### src/rtl/key_event_pkg.sv
// Shared types and count constants for the key event decoder.
`timescale 1ns/1ps
package key_event_pkg;

    typedef enum logic [2:0] {
        IDLE,
        PRESSED,
        WAIT_2ND,
        PRESSED_2,
        LONG_HELD
    } key_state_e;

    // Counts for a 50 MHz clock
    localparam int DEF_LONG_CNT   = 50_000_000;
    localparam int DEF_DCLICK_CNT = 15_000_000;
    localparam int DEF_REPEAT_CNT = 5_000_000;
    localparam int DEF_CNT_W      = 26;

    // Shortened counts so simulations finish quickly
    localparam int SIM_LONG_CNT   = 100;
    localparam int SIM_DCLICK_CNT = 40;
    localparam int SIM_REPEAT_CNT = 20;

endpackage

### src/rtl/key_edge_detect.sv
// Registers the debounced key level and decodes press/release edges (key is active-low).
`timescale 1ns/1ps
module key_edge_detect (
    input  logic i_clk,
    input  logic i_rst,
    input  logic i_key_db,
    output logic o_press,
    output logic o_release
);

    logic r_key_q;

    always_ff @(posedge i_clk or posedge i_rst) begin
        if (i_rst) begin
            r_key_q <= 1'b1;
        end else begin
            r_key_q <= i_key_db;
        end
    end

    assign o_press   = r_key_q & ~i_key_db;
    assign o_release = ~r_key_q & i_key_db;

endmodule

### src/rtl/key_event_decoder.sv
// Turns the debounced key level into press/release/single/double/long event pulses.
// Optional auto-repeat while held is built when KEY_REPEAT_EN is defined.
`timescale 1ns/1ps
module key_event_decoder
    import key_event_pkg::*;
#(
    parameter int LONG_CNT   = DEF_LONG_CNT,
    parameter int DCLICK_CNT = DEF_DCLICK_CNT,
    parameter int REPEAT_CNT = DEF_REPEAT_CNT,
    parameter int CNT_W      = DEF_CNT_W
) (
    input  logic clk,
    input  logic rst,
    input  logic key_db,
    output logic press_p,
    output logic release_p,
    output logic single_p,
    output logic double_p,
    output logic long_p,
    output logic repeat_p,
    output logic key_down
);

    localparam longint unsigned MAX_A   = (LONG_CNT > DCLICK_CNT) ? LONG_CNT : DCLICK_CNT;
    localparam longint unsigned MAX_CNT = (MAX_A > REPEAT_CNT) ? MAX_A : REPEAT_CNT;

    if (LONG_CNT < 2 || DCLICK_CNT < 2) begin : g_cnt_min_check
        $error("key_event_decoder: LONG_CNT and DCLICK_CNT must be >= 2");
    end
    if (MAX_CNT > ((64'd1 << CNT_W) - 64'd1)) begin : g_cnt_w_check
        $error("key_event_decoder: CNT_W too narrow for the configured counts");
    end

    localparam logic [CNT_W-1:0] LONG_TC   = CNT_W'(LONG_CNT - 1);
    localparam logic [CNT_W-1:0] DCLICK_TC = CNT_W'(DCLICK_CNT - 1);

    logic             w_press;
    logic             w_release;
    key_state_e       r_state;
    logic [CNT_W-1:0] r_cnt;

    key_edge_detect u_edge (
        .i_clk     (clk),
        .i_rst     (rst),
        .i_key_db  (key_db),
        .o_press   (w_press),
        .o_release (w_release)
    );

    // Key edges take priority over any timer terminal reached in the same cycle.
    always_ff @(posedge clk or posedge rst) begin
        if (rst) begin
            r_state   <= IDLE;
            r_cnt     <= '0;
            press_p   <= 1'b0;
            release_p <= 1'b0;
            single_p  <= 1'b0;
            double_p  <= 1'b0;
            long_p    <= 1'b0;
            key_down  <= 1'b0;
        end else begin
            press_p   <= w_press;
            release_p <= w_release;
            key_down  <= ~key_db;
            single_p  <= 1'b0;
            double_p  <= 1'b0;
            long_p    <= 1'b0;
            case (r_state)
                IDLE: begin
                    r_cnt <= '0;
                    if (w_press) r_state <= PRESSED;
                end
                PRESSED: begin
                    if (w_release) begin
                        r_state <= WAIT_2ND;
                        r_cnt   <= '0;
                    end else if (r_cnt == LONG_TC) begin
                        long_p  <= 1'b1;
                        r_state <= LONG_HELD;
                        r_cnt   <= '0;
                    end else begin
                        r_cnt <= r_cnt + 1'b1;
                    end
                end
                WAIT_2ND: begin
                    if (w_press) begin
                        r_state <= PRESSED_2;
                        r_cnt   <= '0;
                    end else if (r_cnt == DCLICK_TC) begin
                        single_p <= 1'b1;
                        r_state  <= IDLE;
                        r_cnt    <= '0;
                    end else begin
                        r_cnt <= r_cnt + 1'b1;
                    end
                end
                PRESSED_2: begin
                    if (w_release) begin
                        double_p <= 1'b1;
                        r_state  <= IDLE;
                        r_cnt    <= '0;
                    end else if (r_cnt == LONG_TC) begin
                        long_p  <= 1'b1;
                        r_state <= LONG_HELD;
                        r_cnt   <= '0;
                    end else begin
                        r_cnt <= r_cnt + 1'b1;
                    end
                end
                LONG_HELD: begin
                    r_cnt <= '0;
                    if (w_release) r_state <= IDLE;
                end
                default: begin
                    r_state <= IDLE;
                    r_cnt   <= '0;
                end
            endcase
        end
    end

`ifdef KEY_REPEAT_EN
    localparam logic [CNT_W-1:0] REPEAT_TC = CNT_W'(REPEAT_CNT - 1);

    logic [CNT_W-1:0] r_rpt_cnt;

    always_ff @(posedge clk or posedge rst) begin
        if (rst) begin
            r_rpt_cnt <= '0;
            repeat_p  <= 1'b0;
        end else begin
            repeat_p <= 1'b0;
            if (r_state == LONG_HELD && !w_release) begin
                if (r_rpt_cnt == REPEAT_TC) begin
                    repeat_p  <= 1'b1;
                    r_rpt_cnt <= '0;
                end else begin
                    r_rpt_cnt <= r_rpt_cnt + 1'b1;
                end
            end else begin
                r_rpt_cnt <= '0;
            end
        end
    end
`else
    assign repeat_p = 1'b0;
`endif

endmodule

### config.mk
export PLATFORM = sky130hd
export DESIGN_NAME = key_event_decoder
export DESIGN_NICKNAME = d
export VERILOG_FILES = /design/src/rtl/key_event_pkg.sv /design/src/rtl/key_edge_detect.sv /design/src/rtl/key_event_decoder.sv
export SDC_FILE = /design/constraint.sdc
export NUM_CORES = 1
export LEC_CHECK = 0
export ABC_AREA = 1
export CORE_AREA = 3 3 97 99
export CTS_CLUSTER_DIAMETER = 60
export DETAILED_ROUTE_END_ITERATION = 10
export DIE_AREA = 0 0 100 102
export GPL_TIMING_DRIVEN = 0
export HOLD_SLACK_MARGIN = 0.03
export PLACE_DENSITY_LB_ADDON = 0.12
export REMOVE_ABC_BUFFERS = 1
export SYNTH_ARGS = -nofsm -noshare
export SYNTH_HDL_FRONTEND = slang
export SYNTH_HIERARCHICAL = 1
export SYNTH_SLANG_ARGS = --single-unit
export TNS_END_PERCENT = 5
### constraint.sdc
create_clock -name clk -period 1.9 [get_ports clk]
set_input_delay 0.38 -clock clk [delete_from_list [all_inputs] [get_ports clk]]
set_output_delay 0.38 -clock clk [all_outputs]
set_load 0.1 [all_outputs]
==> run metrics, run 1 <==
synthesized flop and latch total 36; outcome complete, no violations; clock skew after layout 7.90 ps; Initial Utilization 24.8%; # Max-Cap Violations 0; Fin. Hold Viols 0; die width 100 µm; Top FF cell, synth dfrtp_1; clock-pin slew on the worst setup and hold paths 70 ps; Max IR drop VDD 0.316 mV; CTS sink cnt 36; Async S/R FF share, synth 100%; Final Max Slew Viols 0; WL/cell 13.0 µm; global-route wire length before repair 9220 µm; share of layout cells above drive strength 1 15.5%; CORE AREA 0.00864 mm²; number of antenna diodes 0; Crit-path slowest cell dlygate4sd2_1; Arr. time, crit path 1450 ps; placed insts 401; crit start category register; Final HPWL DP 3970 µm; number of H-tree levels 2; sequential cell area fraction in the yosys report 42.2%; CP Class register to primary output; Final TNS setup 0 ps; 1st-pass router iterations 4; Worst Path Buf+Inv 1; clk_lat worst skew 290 ps; WP data required 1520 ps; Post-Layout Cell Count 411; drt initial violations 119; Crit. End Element primary output; largest net degree at the start of global routing 36; commonest non-fill, non-tap cell in the layout nand2_1; io pins 10; nets 306; Total GRT Usage 11.7%; Static Leak 0.959 nW; setup violators final 0; post-synthesis cell count 289; Antenna Nets Post-Route 0; RSZ-0062 raised after global routing true; die area 0.0102 mm²; Reg2Reg Launch Point r_cnt[0]$_DFF_PP0_; Peak Freq 547 MHz; EDFF count, synth 0; critical path, cell by cell dlygate4sd2_1; # port buffers 8; Relative slew margins 36.9%; synth warn 6; PD cells 814 mW/mm²; DP Area 0.00230 mm²; actual slew at the worst max-slew pin 950 ps; area growth from synthesis to layout 13.9%; CTS buffer count 5; site row count 34; synth unique cells 28; clock root cell clkbuf_8; crit path time final 1830 ps; beginning of the critical path key_down$_DFF_PP0_; die height 102 µm; Critical Path Max Stage Delay 840 ps; vias in the first global route 1886; gr ovfl total 0; syn_area_per_cell 7.40 µm²; CTS Hold Bufs 0; final WL 5340 µm; mapped cell area 0.00214 mm²; Avg Vias per Cell 4.32; Hold WC Path Type input port to async pin; Post-route DRC 0; fin crit share 96.2%; placer congestion estimate 0.878; cell family with the largest share of critical-path delay buffers and inverters; CTS tree built; initial antenna violation count 0; Via Count 1777; Worst Path Max Fanout 1; design area 0.00244 mm²; Clock Tree Buf Depth 2; commonest cells after routing, fill and taps aside nand2_1 (70), nor2_1 (52), dfrtp_1 (35); hold_ws 447 ps
[cell families (layout without fill, tap and decap cells)]
logic type / Yosys count / count (layout) / synth area share (%)
compound gates: 9 / 9 / 2.11
xor+xnor: 13 / 13 / 5.32
fa+ha+maj: 1 / 1 / 0.585
buf+inv: 38 / 52 / 8.66
flops: 36 / 36 / 42.2
other cells: 1 / 1 / 0.175
simple gates: 191 / 191 / 41.0
[cell usage after synthesis, drive strengths merged, types with 2 or more instances]
master | count | share of area (%)
nand4 | 6 | 1.8
a21oi | 3 | 0.70
nand2 | 75 | 14
xor2 | 10 | 4.1
o21ai | 6 | 1.4
nor4 | 2 | 0.58
buf | 4 | 2.5
inv | 34 | 6.2
nand3 | 17 | 4.2
nor3 | 10 | 2.3
dfrtp | 35 | 41
nor2 | 78 | 17
xnor2 | 3 | 1.2
[power breakdown]
group / switching [mW] / internal (mW) / leakage (nW) / total, mW
Sequential: 0.0412 / 0.815 / 0.491 / 0.856
Combinational: 0.376 / 0.141 / 0.417 / 0.517
Clock: 0.280 / 0.331 / 0.0515 / 0.611
Total: 0.697 / 1.29 / 0.959 / 1.98
[cell type report]
class / count / area, µm²
fillers: 970 / 6200
clock buffers: 8 / 100
repair buffers: 10 / 88.8
well taps: 108 / 135
inverters: 34 / 140
flip-flops and latches: 36 / 902
multi-input cells: 215 / 1070
[state kept, by name (all words and copies together) (netlist names)]
name,cells
release_p,1
double_p,1
press_p,1
long_p,1
r_state,3
single_p,1
key_down,1
u_edge/r_key_q,1
r_cnt,26
[stage by stage]
step	setup WS (ps)	power, mW	utilization (%)
5_1_grt	-28.7	2.13	28.2
3_3_place_gp	-266	1.35	26.7
6_report	71.5	1.98	28.2
4_1_cts	-1.29	2.00	27.8
2_1_floorplan	321	1.23	-
3_5_place_dp	-239	1.35	26.7
[path summary, 6_finish.rpt]
path                       slack [ps]  cells after the start                  endpoint
setup / recovery                   70                      1                  key_down
hold / removal                    450                      2  u_edge/r_key_q$_DFF_PP1_
setup reg to reg                  140                     10       r_cnt[21]$_DFF_PP0_
hold reg to reg                   540                      2         press_p$_DFF_PP0_
max in group asynchronous         820                      2       r_cnt[22]$_DFF_PP0_
min in group clk                  540                      2         press_p$_DFF_PP0_
[what timing repair did]
item | in CTS | in global routing
pin swaps | 0 | 0
hold endpoints to repair | 0 | 0
setup endpoints to repair | 27 | 26
buffers inserted | 0 | 2
gates resized for setup | 8 | 6
[per-layer routing]
metal / vias up / GRT usage [%] / routed length [µm]
met5: - / 0 / 0
met4: 0 / 3.21 / 63
met3: 4 / 3.28 / 183
met2: 23 / 19.0 / 2500
met1: 831 / 15.3 / 2600
li1: 919 / - / -
No activity file was read; power rests on OpenSTA's default activity.
==> run 2: changes to the inputs <==
--- a/config.mk
+++ b/config.mk
@@ -6,10 +6,10 @@
 export NUM_CORES = 1
 export LEC_CHECK = 0
 export ABC_AREA = 1
-export CORE_AREA = 3 3 97 99
+export CORE_AREA = 2 2 96 98
 export CTS_CLUSTER_DIAMETER = 60
 export DETAILED_ROUTE_END_ITERATION = 10
-export DIE_AREA = 0 0 100 102
+export DIE_AREA = 0 0 98 100
 export GPL_TIMING_DRIVEN = 0
 export HOLD_SLACK_MARGIN = 0.03
 export PLACE_DENSITY_LB_ADDON = 0.12
==> run metrics, run 2 (synthesized netlist as in run 1, its figures left out) <==
commonest non-fill, non-tap cell in the layout nand2_1; number of antenna diodes 0 (unchanged); Static Leak 0.956 nW (-0.37%); Post-route DRC 0 (unchanged); Via Count 1782 (+0.28%); Final HPWL DP 3970 µm (about the same); io pins 10 (unchanged); Avg Vias per Cell 4.29 (-0.69%); setup violators final 0 (unchanged); CTS tree built; WL/cell 13.2 µm (+1.4%); CTS buffer count 5 (unchanged); critical path, cell by cell dlygate4sd2_1; Crit. End Element primary output; biggest regs r_cnt: 26 flops, r_state: 3 flops; Max IR drop VDD 0.256 mV (-19%); Biggest register r_cnt; Fin. Hold Viols 0 (unchanged); placer congestion estimate 0.791 (-9.8%); clk_lat worst skew 300 ps (about the same); filler cell count 992 (+2.3%); area occupied by multi-input gates 0.00108 mm² (+0.58%); largest net degree at the start of global routing 36 (unchanged); RSZ-0062 raised after global routing false; CTS sink cnt 36 (unchanged); fin crit share 97.0% (+0.79 points); Total GRT Usage 12.1% (+0.39 points); site row count 35 (+2.9%); Reg2Reg Launch Point r_cnt[0]$_DFF_PP0_; commonest cells after routing, fill and taps aside nand2_1 (70), nor2_1 (53), dfrtp_1 (34); final setup margin 56.5 ps (-15.1 ps); clock-pin slew on the worst setup and hold paths 80 ps (about the same); max reg flops 26 (unchanged); global-route wire length before repair 9240 µm (+0.23%); Critical Path Max Stage Delay 840 ps (about the same); Arr. time, crit path 1460 ps (about the same); die area 0.00980 mm² (-3.9%); register area 903 µm² (+0.14%); CP Class register to primary output; Place WS -255 ps (-16.8 ps); PD cells 825 mW/mm² (+1.3%); die width 98 µm (-2.0%); Antenna Nets Post-Route 0 (unchanged); design area 0.00246 mm² (+1.1%); Relative slew margins 36.9% (about the same); Peak Freq 542 MHz (-0.82%); Final Util 27.7% (-0.50 points); Worst Path Buf+Inv 1 (unchanged); Clock Tree Buf Depth 2 (unchanged); 1st-pass router iterations 4 (unchanged); Final TNS setup 0 ps (unchanged); CORE AREA 0.00889 mm² (+2.9%); gr ovfl total 0 (unchanged); final WL 5470 µm (+2.4%); clock root cell clkbuf_8; share of layout cells above drive strength 1 16.1% (+0.61 points); initial antenna violation count 0 (unchanged); Initial Utilization 24.1% (-0.71 points); Crit-path slowest cell dlygate4sd2_1; outcome complete, no violations; R2R cell count 10 (unchanged); DP Area 0.00231 mm² (+0.16%); number of H-tree levels 2 (unchanged); nets 307 (+0.33%); total power 2.03 mW (+2.4%); clock skew after layout 12.2 ps (+4.29 ps); area growth from synthesis to layout 15.2%; Reg2Reg Setup Slack 170 ps (+30 ps); cell family with the largest share of critical-path delay buffers and inverters; Worst Path Max Fanout 1 (unchanged); CP Depth 1 (unchanged); drt initial violations 79 (-34%); vias in the first global route 1822 (-3.4%); Critical R2R Capture r_cnt[8]$_DFF_PP0_; Final Max Slew Viols 0 (unchanged); # port buffers 8 (unchanged); crit path time final 1840 ps (+15.1 ps); WP data required 1520 ps (about the same); die height 100 µm (-2.0%); # Max-Cap Violations 0 (unchanged); crit start category register; Hold WC Path Type input port to async pin; actual slew at the worst max-slew pin 950 ps (+0.00221 ps)
## run 2: per-stage QoR
step                hold slack [ps]  instances
finish                          431        415
CTS                             430        412
global placement                507        404
detailed placement              511        404
floorplan                       270        285
global route                    428        415
## run 2: worst max-delay path by stage
| stage | from | slack [ps] | end |
|---|---|---|---|
| 3_5_place_dp | key_db | -260 | r_cnt[21]$_DFF_PP0_ |
| 2_1_floorplan | r_cnt[0]$_DFF_PP0_ | 320 | r_cnt[21]$_DFF_PP0_ |
| 4_1_cts | r_cnt[0]$_DFF_PP0_ | 9 | r_cnt[21]$_DFF_PP0_ |
| 5_1_grt | release_p$_DFF_PP0_ | 0.8 | release_p |
| 3_3_place_gp | rst | -260 | r_cnt[25]$_DFF_PP0_ |
| 6_report | long_p$_DFF_PP0_ | 60 | long_p |
## run 2: repair_timing
action / 4_1_cts / 5_1_grt
endpoints found under the setup margin: 27 / 28
gates cloned: 0 / 2
endpoints found under the hold margin: 0 / 0
resized for setup: 8 / 10
hold buffers: 0 / 0
pin swaps: 0 / 1
setup buffers: 0 / 1
## run 2: worst register-to-register path: stages, from the launching register on
cell and delay [ps]:
dfrtp_2 410, ha_2 220, nand2_1 100, nor2_4 160
nand2_1 80, nor2_1 100, nand2_1 120, nand2_2 130
nand2_8 130, inv_6 140, nor2_2 40
## run 2: final cells by class
cell class	count	share of cell area, %
clock inverters	2	0.609
multi-input cells	215	43.7
inverters	34	5.69
clock buffers	6	3.35
repair buffers	9	3.35
repair inverters	2	1.02
well taps	111	5.63
flip-flops and latches	36	36.6
## run 2: power breakdown
part	switching [mW]	internal [mW]
registers	0.0436	0.817
clock network	0.303	0.294
logic	0.429	0.147
total	0.775	1.26
## run 2: layer usage
layer	vias up	wire length [µm]	global-route usage (%)
met2	29	2550	20.1
met4	0	101	3.21
met3	11	202	3.41
met5	-	0	0
li1	925	-	-
met1	817	2620	15.4
==> run 3: changes to the inputs <==
--- a/config.mk
+++ b/config.mk
@@ -10,7 +10,6 @@
 export CTS_CLUSTER_DIAMETER = 60
 export DETAILED_ROUTE_END_ITERATION = 10
 export DIE_AREA = 0 0 98 100
-export GPL_TIMING_DRIVEN = 0
 export HOLD_SLACK_MARGIN = 0.03
 export PLACE_DENSITY_LB_ADDON = 0.12
 export REMOVE_ABC_BUFFERS = 1
==> run metrics, run 3 (synthesized netlist as in run 1, its figures left out) <==
outcome complete, no violations; # port buffers 8 (unchanged); Peak Freq 596 MHz (+9.8%); switch share 33.2% (-4.9 points); share of layout cells above drive strength 1 19.9% (+3.8 points); area occupied by multi-input gates 0.00105 mm² (-2.1%); CTS sink cnt 36 (unchanged); # Max-Cap Violations 0 (unchanged); total power 2.15 mW (+6.0%); site row count 35 (unchanged); Clock Tree Buf Depth 2 (unchanged); die area 0.00980 mm² (unchanged); clock skew after layout 6.83 ps (-5.35 ps); crit path time final 1680 ps (-164 ps); fin crit share 88.4% (-8.6 points); CTS buffer count 5 (unchanged); Final TNS setup 0 ps (unchanged); share of total power in sequential cells 39.5% (-2.8 points); most used cell, CP nand2_1; critical path, cell by cell ha_2 > nand2_1 > nor2_2 > nand2_1 > nor2_1 > nand2_1 > nand2_2 > nand2_4 > inv_6 > buf_12 > nor2_2; Cell Int Power 1.44 mW (+14%); number of H-tree levels 2 (unchanged); filler cell count 970 (-2.2%); RSZ-0062 raised after global routing false; Worst Path Max Fanout 10 (+9); vias in the first global route 1923 (+5.5%); Final HPWL DP 4300 µm (+8.2%); largest net degree at the start of global routing 36 (unchanged); Final Util 28.6% (+0.83 points); combinational share of power 31.7% (+3.4 points); Avg Vias per Cell 4.29 (about the same); clock root cell clkbuf_8; io pins 10 (unchanged); area growth from synthesis to layout 18.7%; Initial Utilization 24.1% (unchanged); Arr. time, crit path 1860 ps (+400 ps); clk_lat worst skew 300 ps (about the same); drt initial violations 101 (+28%); Biggest register r_cnt; setup violators final 0 (unchanged); max reg flops 26 (unchanged); clock network power share 28.8% (-0.5 points); cell family with the largest share of critical-path delay simple AND/OR/NAND/NOR gates; crit start category register; CORE AREA 0.00889 mm² (unchanged); Via Count 1837 (+3.1%); final setup margin 221 ps (+164 ps); 1st-pass router iterations 4 (unchanged); WP data required 2080 ps (+560 ps); clock-pin slew on the worst setup and hold paths 80 ps (about the same); CTS tree built; global-route wire length before repair 9630 µm (+4.3%); Switch Pwr 0.716 mW (-7.6%); Post-route DRC 0 (unchanged); Static Leak 1.03 nW (+7.3%); Final Max Slew Viols 0 (unchanged); biggest regs r_cnt: 26 flops, r_state: 3 flops; Worst Path Buf+Inv 2 (+1); Crit-path slowest cell dfrtp_1; Antenna Nets Post-Route 0 (unchanged); CP Class register to register; commonest non-fill, non-tap cell in the layout nand2_1; Critical Path Max Stage Delay 360 ps (-480 ps); Fin. Hold Viols 0 (unchanged); PD cells 849 mW/mm² (+2.9%); post-CTS setup buffers 0 (unchanged); final WL 5520 µm (+0.91%); Total GRT Usage 12.6% (+0.48 points); die width 98 µm (unchanged); gr ovfl total 0 (unchanged); WL/cell 12.9 µm (-2.2%); Crit. End Element register; nets 320 (+4.2%); commonest cells after routing, fill and taps aside nand2_1 (71), nor2_1 (53), dfrtp_1 (35); register area 902 µm² (-0.14%); die height 100 µm (unchanged); Place WS 15.7 ps (+271 ps); placer congestion estimate 0.910 (+15%); number of antenna diodes 0 (unchanged); initial antenna violation count 0 (unchanged); Hold WC Path Type input port to async pin; Max IR drop VDD 0.365 mV (+43%)
==> run 3: path summary, 6_finish.rpt <==
kind | from | end | cells after the start | slack (ps)
setup / recovery | r_cnt[0]$_DFF_PP0_ | r_cnt[14]$_DFF_PP0_ | 11 | 220
hold / removal | rst | u_edge/r_key_q$_DFF_PP1_ | 2 | 420
setup reg to reg | r_cnt[0]$_DFF_PP0_ | r_cnt[14]$_DFF_PP0_ | 11 | 220
hold reg to reg | r_state[2]$_DFFE_PP0P_ | double_p$_DFF_PP0_ | 1 | 520
max in group asynchronous | rst | r_cnt[24]$_DFF_PP0_ | 3 | 1030
min in group clk | r_state[2]$_DFFE_PP0P_ | double_p$_DFF_PP0_ | 1 | 520
==> run 3: timing repair <==
item | 4_1_cts | 5_1_grt
endpoints found under the hold margin | 0 | 0
hold buffers | 0 | 0
gates resized for setup | 0 | 1
endpoints found under the setup margin | 0 | 22
==> run 3: through the flow <==
stage | cells | instance area, µm² | hold WS, ps
finish | 428 | 2540 | 423
CTS | 428 | 2540 | 427
global placement | 420 | 2440 | 503
floorplan | 285 | 2090 | 270
global route | 428 | 2540 | 440
detailed placement | 420 | 2440 | 507
==> run 3: final cells by class <==
| cell class | count | share of cell area (%) |
|---|---|---|
| multi-input combinational | 215 | 41.5 |
| clock buffer | 8 | 3.94 |
| timing repair buffer | 24 | 8.28 |
| inverter | 34 | 5.22 |
| tap | 111 | 5.47 |
| sequential | 36 | 35.5 |
==> run 3: power by group through the flow <==
stage          clock [mW]  sequential [mW]  combinational [mW]
2_1_floorplan           0            0.899               0.333
3_3_place_gp            0            0.866               0.703
3_5_place_dp            0            0.866               0.692
4_1_cts             0.652            0.851               0.695
5_1_grt             0.693            0.860               0.758
6_report            0.621            0.850               0.683
==> run 3: per-layer routing <==
layer  track usage (%)  wire, µm  vias up
met1              16.3      2610      858
met3              3.20       202        9
li1                  -         -      941
met4              3.63       129        0
met5                 0         0        -
met2              20.8      2580       29
